--- src/rtl/fpga_rst_seq.sv ---
// Board reset conditioner: button sync/debounce, pulse stretch and
// staggered per-channel reset release, ch0 first.
module fpga_rst_seq #(
  parameter int SYNC_STAGES     = 2,
  parameter int DEBOUNCE_CYCLES = 16,
  parameter int STRETCH_CYCLES  = 8,
  parameter int NUM_CH          = 2,
  parameter int STAGGER_CYCLES  = 4,
  parameter int BTN_ACTIVE_HIGH = 1
) (
  input  logic              clk,
  input  logic              rst,
  input  logic              btn_raw,
  output logic [NUM_CH-1:0] rst_out,
  output logic              rst_done,
  output logic              btn_event
);

  localparam int LAST    = STAGGER_CYCLES * (NUM_CH - 1);
  localparam int CNT_MAX = (STRETCH_CYCLES > LAST) ?
                           STRETCH_CYCLES : LAST;
  localparam int CW      = $clog2(CNT_MAX + 1);
  localparam int DW      = $clog2(DEBOUNCE_CYCLES + 1);

  typedef enum logic [1:0] {
    HOLD, STRETCH, RELEASE, IDLE
  } state_e;

  logic [SYNC_STAGES-1:0] sync_q;
  logic                   btn_n;
  logic                   synced;
  logic                   deb_q, deb_d;
  logic [DW-1:0]          db_cnt_q, db_cnt_d;
  logic                   event_d;
  state_e                 state_q, state_d;
  logic [CW-1:0]          cnt_q, cnt_d;
  logic [NUM_CH-1:0]      rst_out_q, rst_out_d;
  logic                   rst_done_q, rst_done_d;
  logic                   btn_event_q;

  assign btn_n  = (BTN_ACTIVE_HIGH != 0) ? btn_raw : ~btn_raw;
  assign synced = sync_q[SYNC_STAGES-1];

  always_comb begin
    deb_d    = deb_q;
    db_cnt_d = '0;
    if (synced != deb_q) begin
      if (db_cnt_q == DW'(DEBOUNCE_CYCLES - 1)) begin
        deb_d = synced;
      end else begin
        db_cnt_d = db_cnt_q + 1'b1;
      end
    end
  end

  assign event_d = deb_d & ~deb_q;

  always_comb begin
    state_d = state_q;
    cnt_d   = cnt_q;
    if (deb_q) begin
      state_d = HOLD;
      cnt_d   = '0;
    end else begin
      unique case (state_q)
        HOLD: begin
          state_d = STRETCH;
          cnt_d   = '0;
        end
        STRETCH: begin
          if (cnt_q == CW'(STRETCH_CYCLES - 1)) begin
            cnt_d   = '0;
            state_d = (LAST == 0) ? IDLE : RELEASE;
          end else begin
            cnt_d = cnt_q + 1'b1;
          end
        end
        RELEASE: begin
          cnt_d = cnt_q + 1'b1;
          if (cnt_d == CW'(LAST)) state_d = IDLE;
        end
        IDLE: begin
          cnt_d = cnt_q;
        end
        default: begin
          state_d = HOLD;
          cnt_d   = '0;
        end
      endcase
    end
  end

  // Channel k drops once the release counter reaches k*STAGGER.
  always_comb begin
    rst_out_d = '1;
    unique case (state_d)
      RELEASE: begin
        for (int k = 0; k < NUM_CH; k++) begin
          rst_out_d[k] = (STAGGER_CYCLES * k) > int'(cnt_d);
        end
      end
      IDLE:    rst_out_d = '0;
      default: rst_out_d = '1;
    endcase
    rst_done_d = (state_d == IDLE);
  end

  always_ff @(posedge clk) begin
    if (rst) begin
      sync_q      <= '0;
      deb_q       <= 1'b0;
      db_cnt_q    <= '0;
      state_q     <= STRETCH;
      cnt_q       <= '0;
      rst_out_q   <= '1;
      rst_done_q  <= 1'b0;
      btn_event_q <= 1'b0;
    end else begin
      sync_q      <= {sync_q[SYNC_STAGES-2:0], btn_n};
      deb_q       <= deb_d;
      db_cnt_q    <= db_cnt_d;
      state_q     <= state_d;
      cnt_q       <= cnt_d;
      rst_out_q   <= rst_out_d;
      rst_done_q  <= rst_done_d;
      btn_event_q <= event_d;
    end
  end

  assign rst_out   = rst_out_q;
  assign rst_done  = rst_done_q;
  assign btn_event = btn_event_q;

endmodule

--- config.mk ---
export PLATFORM = sky130hd
export DESIGN_NAME = fpga_rst_seq
export DESIGN_NICKNAME = d
export VERILOG_FILES = /design/src/rtl/fpga_rst_seq.sv
export SDC_FILE = /design/constraint.sdc
export NUM_CORES = 1
export LEC_CHECK = 0
export ABC_AREA = 1
export CORE_MARGIN = 2
export CORE_UTILIZATION = 45
export CTS_CLUSTER_SIZE = 8
export DETAILED_ROUTE_END_ITERATION = 8
export PLACE_DENSITY = 0.7
export RECOVER_POWER = 50
export REMOVE_ABC_BUFFERS = 1
export SYNTH_ARGS = -nofsm -noshare
export SYNTH_HDL_FRONTEND = slang
export SYNTH_SLANG_ARGS = --single-unit
export TNS_END_PERCENT = 20
--- constraint.sdc ---
create_clock -name clk -period 1.9 [get_ports clk]
set_input_delay 0.57 -clock clk [delete_from_list [all_inputs] [get_ports clk]]
set_output_delay 0.57 -clock clk [all_outputs]
set_load 0.01 [all_outputs]
==> out/metrics.yaml <==
outcome: "finished clean"
rrSetupSlack_ns: 0.26
fin_setup_tns_ns: 0
cp-end-kind: "output port"
io_buffers: 6
clock-sinks: 18
drt_iter0_drc: 12
finalWeightedCongestion: 0.832
routed_wl_microns: 1320
maxCapViolations: 0
intPower_uw: 482
whs_path_depth: 2
p_sw_uw: 140
crit_fanout: 1
die-height_microns: 45.3
yosysWarnings: 0
place_ws_ns: 0.168
remaining_drc_errors: 0
power.density_nw_per_um2: 718
hold_ws_ns: 0.408
p_leak_uw: 0.000382
cts_resized: 0
grt_max_degree: 10
synth-seq-area-share_pct: 47.1
grt_pass1_wl_microns: 2230
synth_top_area_share_pct: 47.1
layout.nets: 120
ant_nets: 0
max_freq_mhz: 587
htree_levels: 1
fin_crit_sh_pct: 89.7
r2r-start: "db_cnt_q[0]"
swShare_pct: 22.5
power.share.clock_pct: 28.3
syn-mean-instance-area_sq_um: 7.51
maxSlewHeadroom_pct: 70.2
synth_area_sq_um: 766
io-pin-count: 7
die_w_microns: 45.3
drive_gt1_share_pct: 5.36
max_stage_delay_ns: 0.53
hpwl_microns: 1030
fin_crit_ns: 1.70
vdd_ir_drop_max_mv: 0.443
reg2regPathDepth: 8
grt_pass1_vias: 571
cp-start-kind: "flip-flop"
syn_inst: 102
clockBufferDepth: 2
grt_usage_pct: 15.4
holdPathEnd: "sync_q[1]"
synth_ff_type: "dfxtp_1"
antenna_found_initial: 0
grt_overflow: 0
die_area_sq_um: 2050
cts.clk_slew.worst_paths_ns: 0.09
insertion_delay_ns: 0.28
hold_class: "reg2reg"
start_util_pct: 49.1
synth_cell_type_count: 17
yosys.cell_count.top_type: "nand2_1"
antennaDiodeCount: 0
wire_per_inst_microns: 10.3
p_comb_share_pct: 7.3
hold_violations: 0
setup_slack_ns: 0.196
synth_edf_count: 0
crit_family: "buffers and inverters"
cts_setup_buffers: 0
core_area_sq_um: 1560
crit_required_ns: 1.33
critPathKind: "reg2out"
vias: 647
critPathBufInv: 1
total_power_uw: 622
worstPathArrival_ns: 1.13
first_pass_iters: 4
vias_per_cell: 5.05
synth_common_cells: "nand2_1 (20), inv_1 (19), dfxtp_1 (18)"
rsz0062_at_grt: "no"
async_flop_share_pct: 0
seqPwrFrac_pct: 64.3
seqCellArea_sq_um: 360
ys_ff_latch: 18
nFillCells: 164
placementRows: 14
synth_area_leader_cell: "dfxtp_1"
worstHoldStart: "sync_q[0]"
startpoint: "btn_event"
multi_input_area_sq_um: 328
synthTopCellsByArea: "dfxtp_1 (47%), nand2_1 (9.8%), inv_1 (9.3%)"
slowest_stage: "clkdlybuf4s50_1"
tightest_slew_ns: 0.445
r2r_end: "db_cnt_q[3]"
root_buffer: "clkbuf_4"
cp_cell_sequence: "clkdlybuf4s50_1"
tritoncts: "done"
area_growth_pct: 13.1
setup_viol: 0
report.final.slew_viol_count: 0
numCtsBuffers: 3
finalClockSkew_ns: 0.00306
ctsHoldBuffers: 0
==> area by class of cell <==
cell class	instances	area share, %
Sequential cell	18	41.6
Multi-Input combinational cell	65	37.9
Inverter	19	8.24
Timing Repair Buffer	7	7.37
Clock buffer	3	2.60
Tap cell	16	2.31
==> per-layer routing <==
metal | part of all wire, % | up-vias | track usage (%)
li1 | - | 346 | -
met5 | 0 | - | 0
met3 | 3.0 | 2 | 2.80
met2 | 49 | 9 | 24.0
met1 | 48 | 290 | 19.0
met4 | 0.68 | 0 | 10.6
==> flip-flops by register name (all words and copies together), names as in the netlist <==
name and flops:
deb_q 1, state_q 2, sync_q 2, rst_out 2, rst_done 1, db_cnt_q 5
cnt_q 4, btn_event 1
==> how the worst max path moves through the flow <==
stage / slack (ns) / depth (start not counted) / to
global route: 0.12 / 8 / db_cnt_q[3]
finish: 0.20 / 1 / btn_event
detailed placement: 0.17 / 5 / db_cnt_q[3]
floorplan: 0.50 / 8 / db_cnt_q[3]
global placement: 0.23 / 5 / db_cnt_q[3]
CTS: 0.18 / 1 / btn_event
==> power groups by stage <==
stage                     Combinational [uW]  Sequential [uW]  Clock [uW]
final                                   45.6              400         176
after global routing                    53.6              402         198
after CTS                               47.9              400         187
after detailed placement                47.8              409           0
after global placement                  46.7              408           0
after floorplan                         32.0              407           0
==> metrics by stage <==
stage | std cells | instance area [sq um] | utilization, %
floorplan | 102 | 766 | -
global placement | 125 | 853 | 54.7
detailed placement | 125 | 853 | 54.7
CTS | 128 | 876 | 56.2
global route | 128 | 866 | 55.5
finish | 128 | 866 | 55.5
==> cell usage in the layout (no fill, tap or decap) <==
cell             count
nor2_1              12
clkbuf_4             3
ha_1                 3
nand2_2              1
o21ai_0              3
nand4_1              2
dfxtp_1             18
a211oi_1             2
o21bai_1             1
clkbuf_1             1
clkdlybuf4s50_1      5
o21bai_2             1
nand3_1             10
nor2_2               1
inv_1               19
nor3_1               2
dlygate4sd3_1        1
nand2_1             21
a21oi_1              5
o211ai_1             1
==> kinds of logic (layout without fill, tap and decap cells) <==
logic type,after synthesis,count (layout),share of synthesized area [%]
compound gates,13,13,11.1
buf+inv,19,29,9.31
flops,18,18,47.1
fa+ha+maj,3,3,4.90
simple gates,49,49,27.6
==> worst min-delay path, stage by stage, from the launching register on <==
cell and delay (ns):
dfxtp_1 0.31, inv_1 0.04, nor2_1 0.03
No activity file was read; power rests on OpenSTA's default activity.
